`config.mk`:
```
export PLATFORM = sky130hd
export DESIGN_NAME = fwd_hazard_unit_flat
export DESIGN_NICKNAME = d
export VERILOG_FILES = /design/src/rtl/fwd_hazard_if.sv /design/src/rtl/fwd_hazard_unit.sv /design/src/flat_wrapper.sv
export SDC_FILE = /design/constraint.sdc
export NUM_CORES = 1
export LEC_CHECK = 0
export ABC_AREA = 1
export ABC_CLOCK_PERIOD_IN_PS = 2040
export BUFFER_PORTS_ARGS = -buffer_cell sky130_fd_sc_hd__clkbuf_2
export CORE_ASPECT_RATIO = 2
export CORE_MARGIN = 2
export CORE_UTILIZATION = 55
export CTS_CLUSTER_DIAMETER = 60
export DETAILED_ROUTE_END_ITERATION = 7
export PLACE_DENSITY_LB_ADDON = 0.08
export SLEW_MARGIN = 10
export SYNTH_ARGS = -nofsm -noshare
export SYNTH_HDL_FRONTEND = slang
export SYNTH_SLANG_ARGS = --single-unit
export TNS_END_PERCENT = 10
```
`constraint.sdc`:
```
create_clock -name clk -period 2.04 [get_ports clk]
set_input_delay 0.102 -clock clk [delete_from_list [all_inputs] [get_ports clk]]
set_output_delay 0.102 -clock clk [all_outputs]
set_load 0.05 [all_outputs]
```
`src/rtl/fwd_hazard_if.sv`:
```
// Bundle between the ID stage and the forwarding/hazard unit.
// The pipeline side (master) presents the ID instruction fields and the flush.
// The unit side (slave) returns the operand mux selects and the stall and bubble controls.
interface fwd_hazard_if #(
   parameter int REG_W = 5,
   parameter int CNT_W = 16
);
   logic             id_valid;
   logic [REG_W-1:0] id_ra;
   logic [REG_W-1:0] id_rb;
   logic             id_ra_used;
   logic             id_rb_used;
   logic [REG_W-1:0] id_rd;
   logic             id_rf_le;
   logic             id_load;
   logic             flush;
   logic [1:0]       fwd_a_sel;
   logic [1:0]       fwd_b_sel;
   logic             stall;
   logic             bubble;
   logic [CNT_W-1:0] stall_count;

   modport master (
      output id_valid, id_ra, id_rb, id_ra_used, id_rb_used,
             id_rd, id_rf_le, id_load, flush,
      input  fwd_a_sel, fwd_b_sel, stall, bubble, stall_count
   );

   modport slave (
      input  id_valid, id_ra, id_rb, id_ra_used, id_rb_used,
             id_rd, id_rf_le, id_load, flush,
      output fwd_a_sel, fwd_b_sel, stall, bubble, stall_count
   );
endinterface

```
`src/rtl/fwd_hazard_unit.sv`:
```
// Forwarding and load-use hazard controller for the ID stage.
// The unit keeps shadow tags {v, rd, le, ld} for EX, MEM and WB. From those tags it selects
// which operand source feeds the ID muxes: 00 register file, 01 EX, 10 MEM, 11 WB.
// On a load-use hazard it holds IF/ID for one cycle and injects a bubble into ID/EX.
module fwd_hazard_unit #(
   parameter int REG_W = 5,
   parameter int CNT_W = 16
) (
   input  logic          clk,
   input  logic          reset,
   fwd_hazard_if.slave   bus
);

   typedef struct packed {
      logic             v;
      logic [REG_W-1:0] rd;
      logic             le;
      logic             ld;
   } tag_t;

   tag_t             ex_q, mem_q, wb_q;
   tag_t             ex_d;
   logic [CNT_W-1:0] cnt_q, cnt_d;

   logic ex_hit_a, mem_hit_a, wb_hit_a;
   logic ex_hit_b, mem_hit_b, wb_hit_b;
   logic hazard_a, hazard_b, hazard;
   logic bubble_raw;
   logic [1:0] sel_a, sel_b;

   // A stage can supply register x only if it really writes x. r0 is hardwired and is never forwarded.
   function automatic logic writer_hit(input tag_t t, input logic [REG_W-1:0] x);
      return t.v & t.le & (t.rd == x) & (x != '0);
   endfunction

   // Youngest producer wins. A load still in EX cannot forward, so it falls through to the older stages.
   function automatic logic [1:0] pick_sel(input logic used, input logic ex_hit, input logic ex_ld,
                                           input logic mem_hit, input logic wb_hit);
      logic [1:0] s;
      s = 2'b00;
      if (used) begin
         if (ex_hit && !ex_ld) s = 2'b01;
         else if (mem_hit)     s = 2'b10;
         else if (wb_hit)      s = 2'b11;
      end
      return s;
   endfunction

   // Hazard detection, operand selects, and the tag and counter next state.
   always_comb begin
      ex_hit_a   = writer_hit(ex_q,  bus.id_ra);
      mem_hit_a  = writer_hit(mem_q, bus.id_ra);
      wb_hit_a   = writer_hit(wb_q,  bus.id_ra);
      ex_hit_b   = writer_hit(ex_q,  bus.id_rb);
      mem_hit_b  = writer_hit(mem_q, bus.id_rb);
      wb_hit_b   = writer_hit(wb_q,  bus.id_rb);

      hazard_a   = bus.id_ra_used & ex_hit_a & ex_q.ld;
      hazard_b   = bus.id_rb_used & ex_hit_b & ex_q.ld;
      hazard     = bus.id_valid & ~bus.flush & (hazard_a | hazard_b);
      bubble_raw = hazard | bus.flush;

      sel_a = pick_sel(bus.id_ra_used, ex_hit_a, ex_q.ld, mem_hit_a, wb_hit_a);
      sel_b = pick_sel(bus.id_rb_used, ex_hit_b, ex_q.ld, mem_hit_b, wb_hit_b);
      // The source waiting on the load is re-resolved next cycle, so drive a clean 00 now.
      if (hazard && hazard_a) sel_a = 2'b00;
      if (hazard && hazard_b) sel_b = 2'b00;

      ex_d = '0;
      if (!bubble_raw) begin
         ex_d.v  = bus.id_valid;
         ex_d.rd = bus.id_rd;
         ex_d.le = bus.id_rf_le;
         ex_d.ld = bus.id_load;
      end

      cnt_d = cnt_q;
      if (hazard && (cnt_q != '1)) cnt_d = cnt_q + 1'b1;
   end

   // The stage tags shadow the pipeline. The stall counter saturates instead of wrapping.
   always_ff @(posedge clk) begin
      if (reset) begin
         ex_q  <= '0;
         mem_q <= '0;
         wb_q  <= '0;
         cnt_q <= '0;
      end else begin
         ex_q  <= ex_d;
         mem_q <= ex_q;
         wb_q  <= mem_q;
         cnt_q <= cnt_d;
      end
   end

   // While reset is held, every output reads as zero regardless of the ID inputs.
   always_comb begin
      bus.fwd_a_sel   = reset ? 2'b00 : sel_a;
      bus.fwd_b_sel   = reset ? 2'b00 : sel_b;
      bus.stall       = reset ? 1'b0  : hazard;
      bus.bubble      = reset ? 1'b0  : bubble_raw;
      bus.stall_count = reset ? '0    : cnt_q;
   end

endmodule

```
`src/flat_wrapper.sv`:
```
// flat-port wrapper written by rule: the top's interface ports become plain ports
module fwd_hazard_unit_flat 
#(
   parameter int REG_W = 5,
   parameter int CNT_W = 16
)
  (clk, reset, bus_id_valid, bus_id_ra, bus_id_rb, bus_id_ra_used, bus_id_rb_used, bus_id_rd, bus_id_rf_le, bus_id_load, bus_flush, bus_fwd_a_sel, bus_fwd_b_sel, bus_stall, bus_bubble, bus_stall_count);
  fwd_hazard_if #(.REG_W(REG_W), .CNT_W(CNT_W)) bus_i ();
  input  logic clk;
  input  logic reset;
  input wire logic [$bits(bus_i.id_valid)-1:0] bus_id_valid;
  input wire logic [$bits(bus_i.id_ra)-1:0] bus_id_ra;
  input wire logic [$bits(bus_i.id_rb)-1:0] bus_id_rb;
  input wire logic [$bits(bus_i.id_ra_used)-1:0] bus_id_ra_used;
  input wire logic [$bits(bus_i.id_rb_used)-1:0] bus_id_rb_used;
  input wire logic [$bits(bus_i.id_rd)-1:0] bus_id_rd;
  input wire logic [$bits(bus_i.id_rf_le)-1:0] bus_id_rf_le;
  input wire logic [$bits(bus_i.id_load)-1:0] bus_id_load;
  input wire logic [$bits(bus_i.flush)-1:0] bus_flush;
  output wire logic [$bits(bus_i.fwd_a_sel)-1:0] bus_fwd_a_sel;
  output wire logic [$bits(bus_i.fwd_b_sel)-1:0] bus_fwd_b_sel;
  output wire logic [$bits(bus_i.stall)-1:0] bus_stall;
  output wire logic [$bits(bus_i.bubble)-1:0] bus_bubble;
  output wire logic [$bits(bus_i.stall_count)-1:0] bus_stall_count;
  assign bus_i.id_valid = bus_id_valid;
  assign bus_i.id_ra = bus_id_ra;
  assign bus_i.id_rb = bus_id_rb;
  assign bus_i.id_ra_used = bus_id_ra_used;
  assign bus_i.id_rb_used = bus_id_rb_used;
  assign bus_i.id_rd = bus_id_rd;
  assign bus_i.id_rf_le = bus_id_rf_le;
  assign bus_i.id_load = bus_id_load;
  assign bus_i.flush = bus_flush;
  assign bus_fwd_a_sel = bus_i.fwd_a_sel;
  assign bus_fwd_b_sel = bus_i.fwd_b_sel;
  assign bus_stall = bus_i.stall;
  assign bus_bubble = bus_i.bubble;
  assign bus_stall_count = bus_i.stall_count;
  fwd_hazard_unit #(.REG_W(REG_W), .CNT_W(CNT_W)) u_core (.clk(clk), .reset(reset), .bus(bus_i));
endmodule
```
* Word level (Yosys, flattened, before mapping)
Cells that the tools add are included.
** Storage, ports and cells
- Logic and storage cells :: 67
- Flip-flop bits (word level) :: 38
- Output and inout port bits :: 22
- Bits of input ports :: 23
** Cells by class
- Reductions and logical operators :: 9
- Add/sub/neg operators :: 1
- Equality and inequality tests :: 7
- Bitwise gates (word level) :: 24
- Mux-type cells :: 15
** Operator list (count)
- $eq 5x5->1 :: 6
- $mux 2 :: 12
- $and 1x1->1 :: 21
- $add 16x1->16 const B :: 1
- $mux 16 :: 1
- $ne 16x16->1 const B :: 1
- $reduce_bool 5->1 :: 2
- $logic_and 1x1->1 :: 5
- $mux 1 :: 2
- $or 1x1->1 :: 2
- $reduce_or 2->1 :: 1
- $logic_not 1->1 :: 1
- $not 1->1 :: 1

* Depth between registers and ports, before layout
- Word-level depth :: 10
- Mapped depth :: 12
- Mapped depth without buffers :: 12

* Least setup slack after synthesis
OpenSTA, ideal clock, no wires.
- Path type :: register to output
- Start point :: register u_core.ex_q[3] in the netlist's numbering
- End point :: output bus_stall
- Required time :: 1.938 ns
- Slack :: 0.303 ns
- Stages on the path, launching flop included :: 9
- Buffers on the path :: 0
- Data arrival time :: 1.635 ns
- Cells stage by stage :: dfxtp_1 -> inv_1 -> nand2_1 -> nand3_1 -> nor2_2 -> nand3_2 -> nand2_4 -> inv_1 -> nor2_1
** On the way
- Word-level cells in the longest chain between the ends :: 8
- Elaborated cells between the ends (all ways) :: 13
- Classes of those cells :: eq/ne: 2; mux: 1; bitwise: 10
** Ends and longest elaborated chain
- from (decl) :: line fwd_hazard_unit.sv:21 : tag_t ex_q, mem_q, wb_q;
- from (signal assigned) :: line fwd_hazard_unit.sv:84 : ex_q <= '0;
- from (signal assigned) :: line fwd_hazard_unit.sv:89 : ex_q <= ex_d;
- $eq 5x5->1 :: line fwd_hazard_unit.sv:33 : return t.v & t.le & (t.rd == x) & (x != '0);
- $and 1x1->1 (2 in a row) :: line fwd_hazard_unit.sv:33
- $and 1x1->1, on equally long branches (2 in a row) :: line fwd_hazard_unit.sv:58, fwd_hazard_unit.sv:59
- $or 1x1->1 (*) :: line fwd_hazard_unit.sv:60 : hazard = bus.id_valid & ~bus.flush & (hazard_a | hazard_b);
- $and 1x1->1 (*) :: line fwd_hazard_unit.sv:60
- $mux 1 (*) :: line fwd_hazard_unit.sv:100 : bus.stall = reset ? 1'b0 : hazard;
- to (decl) :: line flat_wrapper.sv:22 : output wire logic [$bits(bus_i.stall)-1:0] bus_stall;
Every way passes the cells marked *; elsewhere a longest branch is shown, timed or not.

* Final worst setup path
- Start point :: register u_core.wb_q[3] in the netlist's numbering
- End point :: output bus_fwd_b_sel[1]
** On the way
- Word-level cells in the longest chain between the ends :: 9
** Ends and longest elaborated chain
- from (decl) :: line fwd_hazard_unit.sv:21
- from (signal assigned) :: line fwd_hazard_unit.sv:91 : wb_q <= mem_q;
- $eq 5x5->1 :: line fwd_hazard_unit.sv:33
- $and 1x1->1 (2 in a row) :: line fwd_hazard_unit.sv:33
- $mux 2 :: line fwd_hazard_unit.sv:44 : else if (wb_hit) s = 2'b11;
- $mux 2 :: line fwd_hazard_unit.sv:43 : else if (mem_hit) s = 2'b10;
- $mux 2 :: line fwd_hazard_unit.sv:42 : if (ex_hit && !ex_ld) s = 2'b01;
- $mux 2 :: line fwd_hazard_unit.sv:41 : if (used) begin
- $mux 2 :: line fwd_hazard_unit.sv:67 : if (hazard && hazard_b) sel_b = 2'b00;
- $mux 2 :: line fwd_hazard_unit.sv:99 : bus.fwd_b_sel = reset ? 2'b00 : sel_b;
- to (decl) :: line flat_wrapper.sv:21 : output wire logic [$bits(bus_i.fwd_b_sel)-1:0] bus_fwd_b_sel;
No other way between the ends.

==> summary.txt <==
Run status
  – Status: finished clean

Yosys
  – Yosys warnings: 0
  – Mapped Cells: 379
  – Area contributors post-synth: dfxtp_1 32%, nand2_1 13%, nor2_1 12%
  – Count of flip-flops with a built-in enable after synthesis: 0
  – Ys async rst share: 0
  – Yosys top cell by area: dfxtp_1
  – Mapped Nets: 403
  – Synth Cell Area: 2370 sq um
  – Cell variety after synth: 34
  – Sequential area share after synthesis: 0.321
  – Top_reg_cell synth: dfxtp_1
  – Synth Register Bits: 38
  – Syn Area/Cell: 6.25 sq um
  – Top cell type's share of synthesized area: 0.321

Finish
  – Layout cell share with drive strength beyond 1: 0.205
  – Fillers: between 400 and 500
  – Post-route cell area: 2770 sq um
  – Commonest non-fill, non-tap cell in the layout: nand2_1
  – ANT cells: 0
  – Final net count: around 450
  – Area Overhead vs Synth: 16.8%
  – Most frequent cells in the layout: 84 x nand2_1, 73 x nor2_1, 64 x inv_1
  – Register Area: 762 sq um
  – Multi-input logic area: 1290 sq um

Global routing
  – Total gr overflow: 0
  – GR Layer Usage met1: 0.230
  – First-pass GRT wire length: between 9000 and 10,000 um
  – GR Layer Usage met3: 0.0247
  – Largest net degree at the start of global routing: 31
  – Vias in the first global route: about 2,300
  – Total track usage: 0.254
  – M2 GR Usage: 0.502
  – Grt peak-use layer: met2
  – Initial antenna violation count: 0

Detailed routing
  – Vias/cell: 5.01
  – Vias post-DR: roughly 2,400
  – Routed wire per std cell: 12.1 um
  – Drc violations: 0
  – Detailed Route Iter0 Violations: 41
  – First-pass DRT Iterations: 4
  – Drt total wl: 5840 um
  – Routed Antenna Nets: 0

Die
  – Starting Density: 0.574
  – IO Pins: 45
  – Core area: 4130 sq um
  – Die Y: 96.8 um
  – Die W: 50.4 um
  – Die Footprint: just under 5000 sq um
  – # rows: 33

Clock network
  – Clk Latency, worst-skew pair: 0.29 ns
  – CTS Buf Count: 5
  – Max H-tree Level: 2
  – Clock slew at reported path FFs: ~0.080 ns
  – Clock sink total: 38
  – CTS tree: done
  – Root Buffer Master: clkbuf_8
  – Max Root-Sink Buffers: 2

Power and ir drop
  – Leak: 1.37 nW
  – Tot Pwr: roughly 1.5 mW
  – Max rail drop VDD: 512 uV
  – Pwr Density: 530 nW/um^2

Timing
  – TNS Setup: 0 ns
  – Final period utilization: 0.911
  – Worst-Margin Slew: 0.435 ns
  – # setup viols final: 0
  – Fin. Hold Viols: 0
  – Setup Skew: 0.0143 ns
  – Highest clock rate: between 500 and 600 MHz
  – RSZ-0062 raised after global routing: no
  – Fin Hold WS: 0.00422 ns
  – Fin crit period: 1.86 ns
  – Slew HR: 0.709
  – PnR worst setup slack: 0.182 ns
  – Max-slew violations: 0

Worst setup path
  – Crit Path Category: reg -> out
  – CP required: 1.94 ns
  – Crit start category: flip-flop
  – Maximum fanout along the worst path: 3
  – CP Data Arrival Time: 1.76 ns
  – CP endpoint kind: primary output

Place
  – DP HPWL: 4720 um
  – Placement Setup Slack: 0.279 ns
  – PortBufs: 44
  – Dpl cell area: around 2600 sq um
  – Gp weighted congestion: ~0.85

Job
  – Max Cap Viol: 0

Hold path
  – Hold Path Class: in -> reg
## critical path, cell delays in order (launching register included)
cell and delay [ns]:
dfxtp_1 0.39, inv_1 0.06, nand2_1 0.05, inv_1 0.03
nor2_1 0.12, o21ai_0 0.12, o31ai_1 0.25, nand2_1 0.07
nor2_1 0.09, clkbuf_2 0.28
## per-layer routing
layer	up-vias	wire length, um
met4	0	275
met1	1077	2060
met2	59	3360
li1	1256	-
met3	24	134
met5	-	0
## where the power goes
part	leakage, nW	switching [mW]	internal, mW	total [mW]
Combinational	1.02	0.0998	0.0593	0.159
Clock	0.0472	0.271	0.272	0.543
Sequential	0.309	0.00958	0.754	0.763
## area by class of cell
class | count | area share
tap | 52 | 0.0235
clock inverter | 2 | 0.00452
multi-input combinational | 259 | 0.465
timing repair buffer | 51 | 0.101
clock buffer | 6 | 0.0299
inverter | 74 | 0.100
sequential | 38 | 0.275
## per-stage QoR
step	instances	utilization
final	482	0.670
after global routing	482	0.670
after CTS	480	0.663
after detailed placement	470	0.634
after global placement	470	0.634
after floorplan	379	-
## Yosys cell counts, types with 2 or more instances
| cell type | instances |
|---|---|
| xor2_1 | 5 |
| nor2_4 | 4 |
| nand2_1 | 84 |
| buf_4 | 2 |
| nand3_1 | 27 |
| o21ai_0 | 3 |
| nor3_1 | 5 |
| nand4_1 | 11 |
| clkbuf_1 | 3 |
| nand2_4 | 2 |
| o22ai_1 | 3 |
| inv_2 | 9 |
| xnor2_1 | 7 |
| nor2_2 | 4 |
| nand3_2 | 3 |
| nand2_2 | 3 |
| a21oi_1 | 15 |
| nor2_1 | 73 |
| dfxtp_1 | 38 |
| inv_1 | 64 |
## cells by family (layout without fill, tap and decap cells)
group,after synthesis,count (layout),synth area share
xor+xnor,12,12,0.0444
buf+inv,82,133,0.142
simple gates,222,222,0.432
flops,38,38,0.321
fa+ha+maj,1,1,0.00528
compound gates,24,24,0.0560
## registers in the layout (all words and copies together) (netlist names)
| signal | flops |
|---|---|
| u_core.cnt_q | 16 |
| u_core.ex_q | 8 |
| u_core.mem_q | 7 |
| u_core.wb_q | 7 |
## path summary, 6_finish.rpt
| kind | from | end | slack (ns) | cells after the start |
|---|---|---|---|---|
| setup reg to reg | u_core.cnt_q[0] | u_core.cnt_q[11] | 0.31 | 12 |
| hold reg to reg | u_core.mem_q[7] | u_core.wb_q[7] | 0.42 | 2 |
| setup / recovery | u_core.wb_q[3] | bus_fwd_b_sel[1] | 0.18 | 9 |
| hold / removal | bus_id_load | u_core.ex_q[0] | 0.004 | 3 |
## what timing repair did
| action | CTS | global route |
|---|---|---|
| hold endpoints to repair | 2 | 0 |
| hold buffers | 2 | 0 |
| endpoints found under the setup margin | 1 | 2 |
| setup buffers | 0 | 2 |
| gates resized for setup | 1 | 5 |
| pin swaps | 0 | 1 |
No activity file was read; power rests on OpenSTA's default activity.
